===== src/rtl/mem_ctrl.sv =====
// mem_ctrl -- byte-serial memory controller (responder side of the
// cache-to-memory protocol).
//
// Takes word/half/byte loads and stores from the data cache and 4-byte
// fetches from the instruction cache. When both ask in the same cycle, the
// data cache wins. Each request is turned into single-byte accesses on an
// 8-bit RAM/IO bus. A one-cycle done pulse returns the assembled data.
//
// Ports:
//   clk, rst          clock; synchronous active-high reset
//   rdy               global enable (0 = stall, all state holds)
//   io_buffer_full    IO write buffer full; stores at or above IO_BASE wait
//   mem_din           RAM read byte, valid the cycle after its address
//   mem_dout/mem_a    RAM write byte / byte address
//   mem_wr            1 = write, 0 = read
//   iDC_*             data request: en, ls (1 = store), pc, dt, len (1/2/4)
//   oDC_done/oDC_dt   data request completion pulse / load data (zero-ext.)
//   iIC_en/iIC_pc     instruction fetch request
//   oIC_done/oIC_dt   fetch completion pulse / fetched word
//   oMC_wait          {data busy, fetch busy}
module mem_ctrl #(
   parameter logic [31:0] IO_BASE = 32'h0003_0000
) (
   input  logic        clk,
   input  logic        rst,
   input  logic        rdy,
   input  logic        io_buffer_full,
   input  logic [7:0]  mem_din,
   output logic [7:0]  mem_dout,
   output logic [31:0] mem_a,
   output logic        mem_wr,
   input  logic        iDC_en,
   input  logic        iDC_ls,
   input  logic [31:0] iDC_pc,
   input  logic [31:0] iDC_dt,
   input  logic [2:0]  iDC_len,
   output logic        oDC_done,
   output logic [31:0] oDC_dt,
   input  logic        iIC_en,
   input  logic [31:0] iIC_pc,
   output logic        oIC_done,
   output logic [31:0] oIC_dt,
   output logic [1:0]  oMC_wait
);

   typedef enum logic [1:0] {S_IDLE, S_READ, S_WRITE, S_DONE} state_t;

   state_t      state_q, state_d;
   logic [31:0] addr_q, addr_d;
   logic [31:0] data_q, data_d;     // store data, or load bytes gathered so far
   logic [2:0]  len_q, len_d;       // always 1, 2 or 4
   logic        dc_q, dc_d;         // 1 = current request came from the data port
   logic [2:0]  issue_q, issue_d;   // next byte index to address (read) / write
   logic [2:0]  cap_q, cap_d;       // next byte index to capture (read)
   logic        pend_q, pend_d;     // an address was driven last cycle with rdy=1
   logic [31:0] dc_dt_q, dc_dt_d;
   logic [31:0] ic_dt_q, ic_dt_d;

   logic [2:0]  dc_len;
   logic [2:0]  cur_idx;
   logic [2:0]  last_idx;
   logic [31:0] byte_addr;
   logic        io_blocked;
   logic [31:0] cap_word;

   // Anything other than 1 or 2 is treated as a full word.
   always_comb begin
      case (iDC_len)
         3'd1:    dc_len = 3'd1;
         3'd2:    dc_len = 3'd2;
         default: dc_len = 3'd4;
      endcase
   end

   // When no address went out with rdy=1 last cycle (first READ cycle or
   // just after a stall), nothing is in flight: reissue from the capture
   // index so that no byte is lost or duplicated.
   assign cur_idx    = (state_q == S_READ && !pend_q) ? cap_q : issue_q;
   assign last_idx   = len_q - 3'd1;
   assign byte_addr  = addr_q + {29'd0, cur_idx};
   assign io_blocked = io_buffer_full && (byte_addr >= IO_BASE);

   always_comb begin
      cap_word = data_q;
      cap_word[{cap_q[1:0], 3'b000} +: 8] = mem_din;
   end

   assign mem_a    = (state_q == S_READ || state_q == S_WRITE) ? byte_addr : 32'd0;
   assign mem_dout = (state_q == S_WRITE) ? data_q[{cur_idx[1:0], 3'b000} +: 8] : 8'd0;
   assign mem_wr   = (state_q == S_WRITE) && rdy && !io_blocked;
   assign oDC_done = (state_q == S_DONE) && rdy && dc_q;
   assign oIC_done = (state_q == S_DONE) && rdy && !dc_q;
   assign oMC_wait = {2{state_q != S_IDLE}};
   assign oDC_dt   = dc_dt_q;
   assign oIC_dt   = ic_dt_q;

   always_comb begin
      state_d = state_q;
      addr_d  = addr_q;
      data_d  = data_q;
      len_d   = len_q;
      dc_d    = dc_q;
      issue_d = issue_q;
      cap_d   = cap_q;
      pend_d  = 1'b0;
      dc_dt_d = dc_dt_q;
      ic_dt_d = ic_dt_q;

      if (rdy) begin
         case (state_q)
            S_IDLE: begin
               issue_d = 3'd0;
               cap_d   = 3'd0;
               if (iDC_en) begin
                  addr_d  = iDC_pc;
                  dc_d    = 1'b1;
                  len_d   = dc_len;
                  data_d  = iDC_ls ? iDC_dt : 32'd0;
                  state_d = iDC_ls ? S_WRITE : S_READ;
               end else if (iIC_en) begin
                  addr_d  = iIC_pc;
                  dc_d    = 1'b0;
                  len_d   = 3'd4;
                  data_d  = 32'd0;
                  state_d = S_READ;
               end
            end
            S_READ: begin
               if (pend_q) begin
                  data_d = cap_word;
                  cap_d  = cap_q + 3'd1;
                  if (cap_q == last_idx) begin
                     state_d = S_DONE;
                     if (dc_q) dc_dt_d = cap_word;
                     else      ic_dt_d = cap_word;
                  end
               end
               if (cur_idx < len_q) begin
                  issue_d = cur_idx + 3'd1;
                  pend_d  = 1'b1;
               end
            end
            S_WRITE: begin
               if (!io_blocked) begin
                  if (issue_q == last_idx) begin
                     state_d = S_DONE;
                     dc_dt_d = 32'd0;
                  end else begin
                     issue_d = issue_q + 3'd1;
                  end
               end
            end
            default: state_d = S_IDLE;   // S_DONE: pulse issued this cycle
         endcase
      end
   end

   always_ff @(posedge clk) begin
      if (rst) begin
         state_q <= S_IDLE;
         addr_q  <= 32'd0;
         data_q  <= 32'd0;
         len_q   <= 3'd4;
         dc_q    <= 1'b0;
         issue_q <= 3'd0;
         cap_q   <= 3'd0;
         pend_q  <= 1'b0;
         dc_dt_q <= 32'd0;
         ic_dt_q <= 32'd0;
      end else begin
         state_q <= state_d;
         addr_q  <= addr_d;
         data_q  <= data_d;
         len_q   <= len_d;
         dc_q    <= dc_d;
         issue_q <= issue_d;
         cap_q   <= cap_d;
         pend_q  <= pend_d;
         dc_dt_q <= dc_dt_d;
         ic_dt_q <= ic_dt_d;
      end
   end

endmodule


===== config.mk =====
export PLATFORM = sky130hd
export DESIGN_NAME = mem_ctrl
export DESIGN_NICKNAME = d
export VERILOG_FILES = /design/src/rtl/mem_ctrl.sv
export SDC_FILE = /design/constraint.sdc
export NUM_CORES = 1
export LEC_CHECK = 0
export BUFFER_PORTS_ARGS = -buffer_cell sky130_fd_sc_hd__buf_4
export CAP_MARGIN = 20
export CORE_UTILIZATION = 46
export CTS_BUF_LIST = sky130_fd_sc_hd__clkbuf_4 sky130_fd_sc_hd__clkbuf_8
export CTS_CLUSTER_SIZE = 40
export DETAILED_ROUTE_END_ITERATION = 12
export GPL_TIMING_DRIVEN = 0
export MAX_ROUTING_LAYER = met4
export PLACE_DENSITY = 0.78
export SLEW_MARGIN = 15
export SYNTH_ARGS = -nofsm -noshare
export SYNTH_HDL_FRONTEND = slang
export SYNTH_SLANG_ARGS = --single-unit

===== constraint.sdc =====
create_clock -name clk -period 9.85 [get_ports clk]
set_clock_uncertainty 0.1 [all_clocks]
set_input_delay 0.985 -clock clk [delete_from_list [all_inputs] [get_ports clk]]
set_output_delay 0.985 -clock clk [all_outputs]
set_load 0.02 [all_outputs]

==> impl_metrics.yaml <==
run_status:
  outcome: "finished clean"
drt:
  route.detailed.drc: 0
  drt_iter0_markers: 717
  vias_per_cell: 5.77
  first_pass_iters: 7
  wl_microns: 26900
  route.vias.total: 8428
  drtAntennaViolNets: 0
  wl_per_cell_microns: 18.4
synthesis:
  async_reset_ff_share_pct: 0
  post_synth.cell_area_avg_sq_um: 8.20
  ys_warn_count: 0
  synthesis.area_sq_um: 8070
  synthesis.nets: 1118
  synth_ff_type: "dfxtp_1"
  synth_cell_types: 65
  netlist_instances: 985
  netlist.area_leader.share_pct: 35.0
  synth_edf_count: 0
  synth_largest_area_cell: "dfxtp_1"
  netlist_top_cells_area: "dfxtp_1 35%, mux2i_1 8.4%, a211oi_1 6.0%"
  ys_ff_latch: 141
  yosysSeqAreaShare_pct: 35.0
power_and_ir_drop:
  pwr_density_cell_nw_per_um2: 158
  irDropWorstVdd_mv: 0.100
  finalPower_mw: 1.65
  p_leak_nw: 4.14
global_routing:
  antenna_found_initial: 0
  grt_pass1_wl_microns: 41800
  grt_max_degree: 17
  grt_pass1_vias: 7951
  grt_overflow_total: 0
  grt_usage_pct: 30.9
clock_tree:
  hold_buffers: 0
  cts_made_buffers: 17
  cts_sinks: 141
  clk_pin_slew_worst_paths_ns: 0.09
  cts_tree: "done"
  cts.repair.resized: 0
  cts_buffer_depth: 2
  clock_latency_ns: 0.46
  cts_root_buf: "clkbuf_8"
  cts-htree-levels: 4
  cts_setup_buffers: 0
timing:
  timing.setup.tns_ns: 0
  hold_viol: 0
  max_freq_mhz: 147
  setup_viol: 0
  relSlewSlack_pct: 40.1
  rsz0062_at_grt: "no"
  finalCritPeriodShare_pct: 68.8
  period_needed_ns: 6.78
  finalMaxSlewViolations: 0
  tightest_slew_ns: 0.898
finish:
  area_growth_syn_to_layout_pct: 28.9
  regArea_sq_um: 2820
  multi_input_area_sq_um: 4750
  layout-drive-gt1-share_pct: 22.9
  final_cell_mix: "221 x buf_4, 141 x dfxtp_1, 125 x nor2_1, 80 x o21ai_0, 68 x mux2i_1"
  n_fill_cell: 1566
  fin_nets: 1356
  antenna_cells: 0
  final_common_cell: "buf_4"
run:
  maxCapViolCount: 0
die:
  row_count: 48
  io_pins: 223
  start_util_pct: 46.8
  dieWidth_microns: 134
  die_y_microns: 134
  die_area_sq_um: 18100
  core_sq_um: 17200
critical_path:
  crit_path_max_fanout: 10
  r2r-start: "state_q[1]$_SDFFE_PP0P_"
  r2r_setup_slack_ns: 3.89
  ff2ff_path_depth: 19
  end_kind: "output pin"
  startpoint_type: "flop"
  worstReg2RegEnd: "oDC_dt[12]$_SDFFE_PP0P_"
  cp.arrival_ns: 5.70
  critPathKind: "reg2out"
  critPathRequiredTime_ns: 8.77
worst_hold_path:
  hold_class: "reg2reg"
  holdPathStages: 2
  worstHoldEndpoint: "len_q[1]$_SDFFE_PP0P_"
  hp-start: "len_q[1]$_SDFFE_PP0P_"
placed_design:
  place_congestion: 1.02
  portBuffers: 219
  dp_hpwl_microns: 20400
layer usage:
| layer | vias up | GRT usage [%] | part of all wire, % |
|---|---|---|---|
| li1 | 3993 | - | - |
| met4 | 0 | 12.2 | 3.2 |
| met3 | 62 | 5.59 | 8.2 |
| met5 | - | - | 0 |
| met2 | 440 | 49.5 | 48 |
| met1 | 3933 | 38.5 | 41 |
kinds of logic after synthesis:
logic type	synth area share (%)
adders and majority gates	3.04
muxes	10.8
and+or+nand+nor	19.8
buffers and inverters	6.25
xor gates and xnor gates	4.34
DFF	35.0
AOI/OAI and AO/OA	20.8
synth_stat cells, types with 4 or more instances:
cell type	number
and3_1	7
o211ai_1	4
and2_1	24
xnor2_1	21
buf_2	7
or3_1	5
ha_1	18
dfxtp_1	141
a22oi_1	33
o21ai_0	80
nand2_1	56
o21a_1	4
xor2_1	19
nor2_1	125
mux4_2	8
nand3_1	16
clkbuf_1	64
nor3_1	12
a21oi_1	45
nand2b_1	5
buf_1	7
a211oi_1	65
mux2i_1	68
nor2b_1	9
nand4_1	39
inv_1	48
worst max-delay path, stage by stage, from the launching register on:
cell and delay [ns]:
dfxtp_1 0.36, inv_1 0.10, ha_1 0.14, clkbuf_1 0.32, nand2b_1 0.22, a21oi_1 0.73
clkinv_1 0.52, ha_1 0.37, inv_1 0.08, fa_1 0.19, nor2b_1 0.11, o2111ai_4 0.33
clkbuf_1 0.38, nor3_1 0.12, nor4_1 0.56, o21ai_0 0.19, o21ai_0 0.19, and3_1 0.17
buf_4 0.15
through the flow:
step           cell area, sq um  worst slack (ns)  util (%)  hold slack (ns)  instances
2_1_floorplan              8070              4.92         -            0.350        985
3_3_place_gp              10000              3.77      58.0            0.361       1429
3_5_place_dp              10000              3.70      58.0            0.368       1429
4_1_cts                   10400              3.16      60.4            0.381       1461
5_1_grt                   10400              2.66      60.4            0.395       1461
6_report                  10400              3.07      60.4            0.379       1461
sequential cells by signal, indices dropped and copies added, names as in the netlist, 2 cells and up:
register  flops
issue_q       3
state_q       2
oIC_dt       32
cap_q         3
addr_q       32
len_q         3
data_q       32
oDC_dt       32
how the worst max path moves through the flow:
| stage | end | slack (ns) | from |
|---|---|---|---|
| finish | mem_wr | 3.07 | state_q[1]$_SDFFE_PP0P_ |
| global route | mem_wr | 2.66 | state_q[0]$_SDFFE_PP0P_ |
| CTS | mem_wr | 3.16 | state_q[1]$_SDFFE_PP0P_ |
| detailed placement | mem_wr | 3.70 | state_q[1]$_SDFFE_PP0P_ |
| global placement | mem_wr | 3.77 | state_q[0]$_SDFFE_PP0P_ |
| floorplan | mem_wr | 4.92 | state_q[1]$_SDFFE_PP0P_ |
area by class of cell:
class,instances,share of cell area (%)
Sequential cell,141,27.1
Tap cell,225,2.71
Buffer,80,3.04
Multi-Input combinational cell,714,45.7
Inverter,50,1.80
Timing Repair Buffer,219,15.8
Clock buffer,17,2.25
Clock inverter,15,1.59
report_power, final:
part | switching [mW] | total (mW) | internal, mW
combinational | 0.310 | 0.499 | 0.189
clock | 0.270 | 0.484 | 0.214
sequential | 0.0407 | 0.662 | 0.621
total | 0.620 | 1.65 | 1.02
(Power assumes the default switching activity.)
